==> config.mk <==
export PLATFORM = sky130hd
export DESIGN_NAME = cam_param_flat
export DESIGN_NICKNAME = d
export VERILOG_FILES = /design/src/rtl/cam_param_if.sv /design/src/rtl/cam_param.sv /design/src/flat_wrapper.sv
export SDC_FILE = /design/constraint.sdc
export NUM_CORES = 1
export LEC_CHECK = 0
export CORE_MARGIN = 5
export CORE_UTILIZATION = 55
export CTS_CLUSTER_SIZE = 24
export DETAILED_ROUTE_END_ITERATION = 6
export PLACE_DENSITY = 0.74
export SYNTH_ARGS = -nofsm -noshare
export SYNTH_HDL_FRONTEND = slang
export SYNTH_SLANG_ARGS = --single-unit
==> constraint.sdc <==
create_clock -name clk -period 2.5 [get_ports clk]
set_input_delay 0.375 -clock clk [delete_from_list [all_inputs] [get_ports clk]]
set_output_delay 0.375 -clock clk [all_outputs]
set_load 0.01 [all_outputs]
==> src/rtl/cam_param_if.sv <==
// Command and result bundle for cam_param.
// Defining CAM_PARAM_MASK_EN adds the srch_mask field.
interface cam_param_if #(
  parameter int DATA_W = 8,
  parameter int ADDR_W = 4
);
  logic              wr_en;
  logic [ADDR_W-1:0] wr_addr;
  logic [DATA_W-1:0] wr_data;
  logic              inv_en;
  logic              flush;
  logic              srch_en;
  logic [DATA_W-1:0] srch_key;
`ifdef CAM_PARAM_MASK_EN
  logic [DATA_W-1:0] srch_mask;
`endif
  logic              res_valid;
  logic              res_found;
  logic              res_multi;
  logic [ADDR_W-1:0] res_addr;
  logic [ADDR_W-1:0] free_addr;
  logic              full;

  modport master (
    output wr_en, wr_addr, wr_data, inv_en, flush, srch_en, srch_key,
`ifdef CAM_PARAM_MASK_EN
    output srch_mask,
`endif
    input  res_valid, res_found, res_multi, res_addr, free_addr, full
  );

  modport slave (
    input  wr_en, wr_addr, wr_data, inv_en, flush, srch_en, srch_key,
`ifdef CAM_PARAM_MASK_EN
    input  srch_mask,
`endif
    output res_valid, res_found, res_multi, res_addr, free_addr, full
  );
endinterface

==> src/rtl/cam_param.sv <==
// Parametrised search CAM with valid bits, 2-stage search pipeline and free-slot finder.
// Defining CAM_PARAM_MASK_EN enables the per-bit search mask.
module cam_param #(
  parameter int DATA_W = 8,
  parameter int DEPTH  = 16,
  parameter int ADDR_W = $clog2(DEPTH)
) (
  input logic      clk,
  input logic      rst,
  cam_param_if.slave bus
);

  logic [DATA_W-1:0] mem [DEPTH];
  logic [DEPTH-1:0]  valid;
  logic              addr_ok;
  logic [DATA_W-1:0] mask;

  logic [DEPTH-1:0]  match_p0;
  logic [DEPTH-1:0]  match_p1;
  logic              vld_p1;
  logic              vld_p2;
  logic              found_p2;
  logic              multi_p2;
  logic [ADDR_W-1:0] addr_p2;

  logic [ADDR_W-1:0] free_addr_q;
  logic              full_q;

  function automatic logic [ADDR_W-1:0] lowest_set(input logic [DEPTH-1:0] v);
    logic [ADDR_W-1:0] idx;
    idx = '0;
    for (int i = DEPTH - 1; i >= 0; i--) begin
      if (v[i]) idx = ADDR_W'(i);
    end
    return idx;
  endfunction

  // Clearing the lowest set bit leaves something only if two or more were set.
  function automatic logic multi_set(input logic [DEPTH-1:0] v);
    return (v & (v - DEPTH'(1))) != '0;
  endfunction

  assign addr_ok = (int'(bus.wr_addr) < DEPTH);

`ifdef CAM_PARAM_MASK_EN
  assign mask = bus.srch_mask;
`else
  assign mask = '1;
`endif

  always_ff @(posedge clk) begin
    if (!rst && !bus.flush && bus.wr_en && addr_ok)
      mem[bus.wr_addr] <= bus.wr_data;
  end

  always_ff @(posedge clk) begin
    if (rst || bus.flush)
      valid <= '0;
    else if (bus.wr_en && addr_ok)
      valid[bus.wr_addr] <= 1'b1;
    else if (bus.inv_en && addr_ok)
      valid[bus.wr_addr] <= 1'b0;
  end

  always_comb begin
    match_p0 = '0;
    for (int i = 0; i < DEPTH; i++)
      match_p0[i] = valid[i] & (((mem[i] ^ bus.srch_key) & mask) == '0);
  end

  // Stage 1: capture the match vector against pre-edge contents
  always_ff @(posedge clk) begin
    if (rst) begin
      vld_p1   <= 1'b0;
      match_p1 <= '0;
    end else begin
      vld_p1 <= bus.srch_en;
      if (bus.srch_en) match_p1 <= match_p0;
    end
  end

  // Stage 2: priority encode; results hold between strobes
  always_ff @(posedge clk) begin
    if (rst) begin
      vld_p2   <= 1'b0;
      found_p2 <= 1'b0;
      multi_p2 <= 1'b0;
      addr_p2  <= '0;
    end else begin
      vld_p2 <= vld_p1;
      if (vld_p1) begin
        found_p2 <= |match_p1;
        multi_p2 <= multi_set(match_p1);
        addr_p2  <= lowest_set(match_p1);
      end
    end
  end

  always_ff @(posedge clk) begin
    if (rst) begin
      free_addr_q <= '0;
      full_q      <= 1'b0;
    end else begin
      free_addr_q <= lowest_set(~valid);
      full_q      <= &valid;
    end
  end

  assign bus.res_valid = vld_p2;
  assign bus.res_found = found_p2;
  assign bus.res_multi = multi_p2;
  assign bus.res_addr  = addr_p2;
  assign bus.free_addr = free_addr_q;
  assign bus.full      = full_q;

endmodule

==> src/flat_wrapper.sv <==
// flat-port wrapper written by rule: the top's interface ports become plain ports
module cam_param_flat 
#(
  parameter int DATA_W = 8,
  parameter int DEPTH  = 16,
  parameter int ADDR_W = $clog2(DEPTH)
)
  (clk, rst, bus_wr_en, bus_wr_addr, bus_wr_data, bus_inv_en, bus_flush, bus_srch_en, bus_srch_key, bus_res_valid, bus_res_found, bus_res_multi, bus_res_addr, bus_free_addr, bus_full);
  cam_param_if #(.DATA_W(DATA_W), .ADDR_W(ADDR_W)) bus_i ();
  input logic clk;
  input logic rst;
  input wire logic [$bits(bus_i.wr_en)-1:0] bus_wr_en;
  input wire logic [$bits(bus_i.wr_addr)-1:0] bus_wr_addr;
  input wire logic [$bits(bus_i.wr_data)-1:0] bus_wr_data;
  input wire logic [$bits(bus_i.inv_en)-1:0] bus_inv_en;
  input wire logic [$bits(bus_i.flush)-1:0] bus_flush;
  input wire logic [$bits(bus_i.srch_en)-1:0] bus_srch_en;
  input wire logic [$bits(bus_i.srch_key)-1:0] bus_srch_key;
  output wire logic [$bits(bus_i.res_valid)-1:0] bus_res_valid;
  output wire logic [$bits(bus_i.res_found)-1:0] bus_res_found;
  output wire logic [$bits(bus_i.res_multi)-1:0] bus_res_multi;
  output wire logic [$bits(bus_i.res_addr)-1:0] bus_res_addr;
  output wire logic [$bits(bus_i.free_addr)-1:0] bus_free_addr;
  output wire logic [$bits(bus_i.full)-1:0] bus_full;
  assign bus_i.wr_en = bus_wr_en;
  assign bus_i.wr_addr = bus_wr_addr;
  assign bus_i.wr_data = bus_wr_data;
  assign bus_i.inv_en = bus_inv_en;
  assign bus_i.flush = bus_flush;
  assign bus_i.srch_en = bus_srch_en;
  assign bus_i.srch_key = bus_srch_key;
  assign bus_res_valid = bus_i.res_valid;
  assign bus_res_found = bus_i.res_found;
  assign bus_res_multi = bus_i.res_multi;
  assign bus_res_addr = bus_i.res_addr;
  assign bus_free_addr = bus_i.free_addr;
  assign bus_full = bus_i.full;
  cam_param #(.DATA_W(DATA_W), .DEPTH(DEPTH), .ADDR_W(ADDR_W)) u_core (.clk(clk), .rst(rst), .bus(bus_i));
endmodule
======== Word-level counts from Yosys, hierarchy flattened ========
Memories as Yosys holds them, arrays and structs flattened.
Cells that the tools add are included.
operators by class
  reductions and logical operators ........ 30
  order comparisons ....................... 2
  mux-type cells .......................... 37
  $add $sub $neg .......................... 1
  bitwise gates (word level) .............. 37
operator list
  kind                                                  count
  zero test 8 bit                                       16
  bitwise XOR 8 bit                                     16
  two-way mux 4 bit                                     24
  AND 16 bit                                            2
  two-way mux 16 bit                                    2
  inverter 16 bit                                       2
  AND 1 bit                                             16
  OR 16 bit                                             1
  AND reduction 16 bit                                  1
  nonzero test 16 bit                                   1
  OR reduction 16 bit                                   1
  subtractor 16 x 1 -> 16 bit (second input constant)   1
  two-way mux 3 bit                                     4
  OR reduction 9 bit                                    1
  < comparator 4 x 5 -> 1 bit (second input constant)   1
  OR reduction 5 bit                                    1
  demux 1 bit (select 4 bit)                            1
  >= comparator 4 x 1 -> 1 bit (second input constant)  1
  two-way mux 1 bit                                     4
  two-way mux 2 bit                                     2
  logical AND 1 bit                                     3
  OR reduction 3 bit                                    1
  zero test 1 bit                                       2
  nonzero test 2 bit                                    1
  other kinds (2)                                       2
storage, ports and cells
  RAM bits ................................ 128
  memories kept ........................... 1
  logic and storage cells ................. 120
  input bits .............................. 26
  register bits ........................... 45
memory list
  name        words  width  rd ports  clocked after memory_dff  wr ports  RTL line         text
  u_core.mem  16     8      16        0                         1         cam_param.sv:13  logic [DATA_W-1:0] mem [DEPTH];

======== Depth between registers and ports, before layout ========
Gate-level depths: netlist of the first run.
  depth in word-level cells ............... 16
  depth in mapped cells ................... 7
  depth with buffers taken out ............ 5

======== Least setup slack after synthesis of the first run ========
OpenSTA, ideal clock, no wires.
  kind .................................... input-to-reg
  start point ............................. input rst
  end point ............................... memory u_core.mem[4][0], enable pin
  arrival ................................. 1.767 ns
  stages on the path ...................... 4
  path slack .............................. 0.350 ns
  library setup time ...................... 0.383 ns
  cell sequence ........................... or2_1 -> clkbuf_1 -> or3_1 -> nor3_1
on the way
  word-level cells in the longest chain between the ends .. 5
ends and longest elaborated chain
  what                                     RTL line            text
  start, declared                          flat_wrapper.sv:11  input logic rst;
  zero test 1 bit                          cam_param.sv:52     if (!rst && !bus.flush && bus.wr_en && addr_ok)
  logical AND 1 bit (2 in a row)           cam_param.sv:52
  two-way mux 1 bit                        cam_param.sv:52
  two-way mux 1 bit (not written as such)  cam_param.sv:53     mem[bus.wr_addr] <= bus.wr_data;
  end, declared                            cam_param.sv:13
No other way between the ends.

======== Worst setup path after layout of the first run ========
  start point ............................. input bus_srch_key[1]
  end point ............................... register u_core.match_p1[14]
on the way
  word-level cells in the longest chain between the ends .. 3
ends and longest elaborated chain
  what                  RTL line            text
  start, declared       flat_wrapper.sv:18  input wire logic [$bits(bus_i.srch_key)-1:0] bus_srch_key;
  bitwise XOR 8 bit     cam_param.sv:68     match_p0[i] = valid[i] & (((mem[i] ^ bus.srch_key) & mask) == '0);
  zero test 8 bit       cam_param.sv:68
  AND 1 bit             cam_param.sv:68
  end signal, assigned  cam_param.sv:78     if (bus.srch_en) match_p1 <= match_p0;
  end, declared         cam_param.sv:19     logic [DEPTH-1:0] match_p1;
No other way between the ends.
A chain may end at the register's enable or synchronous reset.

==> run_results.csv, run 1 <==
group,metric,value,unit
placement,place_area,8300,sq um
logic_synthesis,synth_compound_area_share,6.98,%
logic_synthesis,ys_types,44,
sta,fmax,0.516,GHz
die,start_util,56.1,%
detailed_routing,drc,0,
logic_synthesis,synth_top_cell_area_share,51.5,%
cts,postCtsSetupBuffers,0,
die,row_count,42,
cts,path_clk_slew,60,ps
power_and_ir_drop,peakVddDrop,437,uV
logic_synthesis,yosys.area_share.simple,12.0,%
power_and_ir_drop,power.leakage,2.92,nW
final_layout,drive_above_1_share,11.5,%
setup_path,path_max_fanout,9,
logic_synthesis,synth_top_area_cell,"edfxtp_1",
setup_path,r2r_cells,5,
detailed_routing,drt_iter0_drc,481,
die,die_area,16000,sq um
sta,final-setup-viol-count,0,
sta,slew-limit-headroom,46.8,%
setup_path,cp.arrival,2280,ps
logic_synthesis,synth_common_cells,"edfxtp_1, xnor2_1, xor2_1",
die,io_pins,38,
sta,period_share,77.5,%
setup_path,cp-startpoint,"bus_srch_key[1]",
logic_synthesis,synthesis.nets,625,
logic_synthesis,synth.most_common_cell,"edfxtp_1",
logic_synthesis,synth_adder_area_share,0.268,%
power_and_ir_drop,power_density,711,nW/um^2
logic_synthesis,syn-instance-count,599,
setup_path,start_kind,"primary input",
logic_synthesis,netlist_area,7460,sq um
sta,finalHoldViolCount,0,
logic_synthesis,yosys_most_used_dff,"edfxtp_1",
setup_path,end_kind,"register",
global_route,grtUsageTotal,22.5,%
detailed_routing,wirelength,17300,um
sta,grt_setup_unrepaired,"false",
cts,cts_sinks,173,
setup_path,rrSetupSlack,660,ps
sta,period_needed,1940,ps
logic_synthesis,synth_edf_count,128,
logic_synthesis,ys_ff_latch,173,
die,core_area,13300,sq um
status,outcome,"finished clean",
logic_synthesis,muxShareOfSynthArea,0.134,%
cts,cts.path.max_buffers,2,
cts,cts_tree,"yes",
logic_synthesis,syn_avg_cell_area,12.4,sq um
setup_path,r2r-end,"u_core.bus.res_multi",
detailed_routing,wire_per_inst,20.0,um
die,die_x,126,um
detailed_routing,via_count,4959,
setup_path,path_class,"in -> reg",
cts,cts_hold_buf,0,
logic_synthesis,synth_warnings,0,
detailed_routing,vias_per_cell,5.75,
cts,cts_root_buf,"clkbuf_16",
job,drv_cap,0,
final_layout,fin_nets,701,
cts,numCtsBuffers,17,
logic_synthesis,synth_top_family_by_area,"XOR/XNOR gates",
logic_synthesis,synth_xor_area_share,14.7,%
power_and_ir_drop,power,6.37,mW
cts,post_cts_resized,0,
min_path,min_to,"u_core.bus.res_addr[2]",
logic_synthesis,synth.area.top_cells,"edfxtp_1, dfxtp_1, xnor2_1",
placement,place.gp.congestion,0.914,
detailed_routing,ant_nets,0,
die,die_y,126,um
cts,worstSkewPairLatency,420,ps
final_layout,design_area,8950,sq um
sta,finalSetupTns,0,ps
logic_synthesis,yosysSeqAreaShare,63.6,%
final_layout,insertedDiodeCount,0,
sta,tightest_slew,796,ps
sta,skew,13.1,ps
logic_synthesis,synthArstFlopShare,0,%
placement,dp_hpwl,11400,um
global_route,antenna_found_initial,0,
setup_path,worstReg2RegStart,"u_core.match_p1[0]",
min_path,hold_start,"u_core.bus.res_addr[2]",
min_path,min_path_cells,2,
setup_path,critPathRequiredTime,2840,ps
global_route,grt_max_degree,20,
global_route,grt_pass1_wl,27300,um
min_path,holdCritPathClass,"reg -> reg",
sta,report.final.slew_viol_count,0,
global_route,grt_overflow_total,0,
global_route,grt_pass1_vias,4915,
cts,ctsHtreeMaxLevel,4,
detailed_routing,drt_first_pass_iters,5,
placement,port_buffers,37,
final_layout,areaGrowthSynthToFinish,20.1,%
==> through the flow <==
step | utilization (%) | hold slack, ps | setup WS (ps) | instances
after global placement | 62.5 | 461 | 280 | 832
after floorplan | - | 445 | 350 | 599
final | 67.4 | 482 | 561 | 863
after detailed placement | 62.5 | 476 | 243 | 832
after CTS | 67.4 | 487 | 570 | 863
after global routing | 67.4 | 503 | 451 | 863
==> power breakdown <==
group          switching [mW]  internal (mW)  total, mW
Clock                    1.03           1.86       2.89
Combinational           0.213          0.154      0.367
Sequential             0.0136           3.10       3.11
Total                    1.25           5.12       6.37
==> state kept, by name, summed over array words and instances, names as in the netlist, named ones only <==
| signal | cells |
|---|---|
| u_core.mem | 128 |
| u_core.bus.res_found | 1 |
| u_core.vld_p1 | 1 |
| u_core.bus.full | 1 |
| u_core.bus.res_multi | 1 |
| u_core.bus.res_addr | 4 |
| u_core.bus.res_valid | 1 |
| u_core.bus.free_addr | 4 |
| u_core.match_p1 | 16 |
==> worst max path at each step <==
stage / end / slack, ps
floorplan: u_core.mem[4][0] / 350
global placement: u_core.mem[8][2] / 280
detailed placement: u_core.match_p1[7] / 240
CTS: u_core.match_p1[14] / 570
global route: u_core.match_p1[14] / 450
finish: u_core.match_p1[14] / 560
==> layer usage <==
metal  vias up  global-route usage, %  part of all wire, %
met5         -                      0                    0
met4         0                   7.82                  1.8
met3        31                   4.54                  6.7
met2       193                   37.6                   50
met1      2422                   29.6                   42
li1       2313                      -                    -
==> cells in the final DEF, fill, tap and decap left out, drive strengths merged, types with 34 or more instances in the layout <==
| cell | n |
|---|---|
| dfxtp | 45 |
| nor2 | 34 |
| o21ai | 34 |
| nand2 | 35 |
| xor2 | 57 |
| clkdlybuf4s50 | 37 |
| xnor2 | 68 |
| buf | 46 |
| edfxtp | 128 |
| a21oi | 34 |
==> kinds of logic (layout without fill, tap and decap cells) <==
logic type,Yosys count,in the layout
compound gates,90,90
xor+xnor,125,125
fa+ha+maj,2,2
buf+inv,38,126
flops,173,173
mux,1,1
simple gates,170,170
==> critical path, stage by stage <==
cell and delay (ps):
clkdlybuf4s50_1 850, buf_4 300, xor2_1 80, nor4_1 320, nand4_1 160, o21ai_0 180
==> final cells by class <==
cell class | count | area (sq um)
inverters | 12 | 45.0
flip-flops and latches | 173 | 4740
fillers | 978 | 4340
clock inverters | 12 | 218
clock buffers | 19 | 433
well taps | 176 | 220
repair buffers | 83 | 753
multi-input cells | 388 | 2540
(Power assumes the default switching activity.)
==> run 2, diff against run 1 <==
Settings changed: CORE_UTILIZATION 55 to 54, PLACE_DENSITY 0.74 to 0.76.
Clock period 2.5 ns to 1.6 ns, I/O delays scaled along.
==> run 2 against run 1 <==
Compared with the run above: the flow now finishes with violations (setup timing); combinational power up 86%; worst setup slack worse by 590 ps; flip-flop and latch count unchanged; final cell count up 7.2%; critical path depth down 1; count of clock-buffer cells in the layout unchanged; sequential share of layout area down 2.8 points; critical path type is now reg -> reg; largest power group unchanged; highest routed layer unchanged.
==> run_results.csv, run 2 (synthesis results as in run 1) <==
group,metric,value,unit
final_layout,drive_above_1_share,21.6,%
die,io_pins,38,
cts,cts.path.max_buffers,2,
detailed_routing,via_count,5196,
setup_path,start_kind,"register",
die,core_area,13700,sq um
cts,ctsHtreeMaxLevel,4,
detailed_routing,drt_first_pass_iters,5,
sta,finalSetupTns,-24.8,ps
final_layout,final_common_cell,"edfxtp_1",
sta,fmax,0.615,GHz
die,die_area,16300,sq um
final_layout,multi_input_area,2650,sq um
setup_path,end_kind,"register",
setup_path,critPathBufInv,0,
sta,grt_setup_unrepaired,"true",
min_path,holdCritPathClass,"in -> reg",
detailed_routing,wire_per_inst,19.4,um
cts,cts_root_buf,"clkbuf_16",
setup_path,critPathRequiredTime,1910,ps
final_layout,regMostFlops,"u_core.mem",
sta,slew-limit-headroom,64.7,%
detailed_routing,wirelength,17900,um
global_route,grt_pass1_vias,5179,
final_layout,reg_top3,"u_core.mem: 128 flops, u_core.match_p1: 16 flops",
placement,port_buffers,37,
setup_path,path_class,"reg -> reg",
final_layout,fill_cells,972,
global_route,grt_pass1_wl,28200,um
sta,skew,7.13,ps
final_layout,largest_reg_flops,128,
status,failed_checks,"setup timing",
final_layout,areaGrowthSynthToFinish,27.0,%
setup_path,cp.arrival,1930,ps
final_layout,insertedDiodeCount,0,
die,start_util,54.4,%
global_route,grtUsageTotal,23.1,%
cts,cts_tree,"yes",
power_and_ir_drop,power_switching,2.04,mW
placement,place.gp.congestion,0.923,
sta,final-setup-viol-count,1,
final_layout,design_area,9470,sq um
power_and_ir_drop,switching_share,21.5,%
sta,period_needed,1620,ps
power_and_ir_drop,p_clk_share,41.5,%
sta,finalHoldViolCount,0,
setup_path,path_max_fanout,6,
power_and_ir_drop,power,9.47,mW
placement,place_ws,-477,ps
final_layout,final_cell_mix,"edfxtp_1, buf_4, xnor2_1",
placement,dp_hpwl,12400,um
detailed_routing,vias_per_cell,5.62,
cts,postCtsSetupBuffers,0,
final_layout,seq_area,4750,sq um
detailed_routing,drc,0,
setup_path,max_stage_delay,410,ps
status,outcome,"complete, but fails checks",
setup_path,slowest_stage,"o41a_1",
die,die_x,128,um
power_and_ir_drop,seq_power_share,51.3,%
detailed_routing,ant_nets,0,
job,drv_cap,0,
final_layout,fin_nets,759,
setup_path,path_cells,"nor4_4, nand2_2, a211oi_2, a21oi_1, o41a_1",
cts,worstSkewPairLatency,430,ps
die,die_y,128,um
power_and_ir_drop,power.leakage,3.21,nW
cts,path_clk_slew,60,ps
sta,tightest_slew,525,ps
sta,period_share,102,%
placement,place_area,8850,sq um
sta,setup_ws,-24.8,ps
detailed_routing,drt_iter0_drc,587,
cts,numCtsBuffers,17,
global_route,antenna_found_initial,0,
power_and_ir_drop,peakVddDrop,792,uV
global_route,grt_overflow_total,0,
power_and_ir_drop,power_frac_comb,7.2,%
setup_path,cp_top_family,"compound AO/OA/AOI/OAI gates",
power_and_ir_drop,p_int,7.43,mW
die,row_count,43,
cts,cts_sinks,173,
cts,cts_hold_buf,0,
power_and_ir_drop,power_density,1000,nW/um^2
global_route,grt_max_degree,21,
sta,report.final.slew_viol_count,0,
==> run 2: changes by cell type in the layout (fill, tap and decap cells not counted), sizes merged <==
cell,delta
clkinvlp,+3
dlymetal6s2s,+3
clkinv,+1
bufinv,-4
buf,+58
clkdlybuf4s50,-3
==> run 2: metal layers <==
metal | GRT usage [%] | part of all wire [%] | up-vias
li1 | - | - | 2428
met1 | 30.4 | 43 | 2536
met2 | 38.6 | 50 | 192
met3 | 4.10 | 4.6 | 40
met4 | 8.33 | 2.4 | 0
met5 | 0 | 0 | -
==> run 2: power by group through the flow <==
| stage | logic, mW | registers, mW | clock network, mW |
|---|---|---|---|
| global route | 0.734 | 4.86 | 4.18 |
| floorplan | 0.313 | 4.96 | 0 |
| finish | 0.683 | 4.86 | 3.93 |
| detailed placement | 0.673 | 4.96 | 0 |
| CTS | 0.677 | 4.86 | 3.96 |
| global placement | 0.661 | 4.95 | 0 |
==> run 2: final cells by class <==
| type | count | share of cell area, % |
|---|---|---|
| clock inverter | 12 | 1.29 |
| multi-input combinational | 388 | 28.0 |
| clock buffer | 19 | 4.57 |
| timing repair buffer | 141 | 13.2 |
| inverter | 12 | 0.475 |
| sequential | 173 | 50.1 |
| tap | 180 | 2.38 |
==> run 2: metrics by stage <==
step / hold slack [ps] / cells / utilization, %
6_report: 285 / 925 / 69.0
4_1_cts: 488 / 925 / 68.7
2_1_floorplan: 339 / 599 / -
5_1_grt: 311 / 925 / 69.0
3_3_place_gp: 457 / 894 / 64.5
3_5_place_dp: 478 / 894 / 64.5
==> run 2: worst min-delay path, stage by stage <==
cell	delay (ps)
dlymetal6s2s_1	110
buf_4	260
a21oi_1	60
==> run 2: path summary, 6_finish.rpt <==
check                                             from                endpoint  slack, ps  depth (start not counted)
worst max-delay path                u_core.match_p1[7]    u_core.bus.res_multi        -20                          5
worst min register to register  u_core.bus.res_addr[2]  u_core.bus.res_addr[2]        480                          2
worst max register to register      u_core.match_p1[7]    u_core.bus.res_multi        -20                          5
worst min-delay path                               rst     u_core.match_p1[13]        280                          3
==> run 2: timing repair <==
action,CTS,global route
pin swaps,5,4
endpoints found under the setup margin,20,64
gates resized for setup,5,14
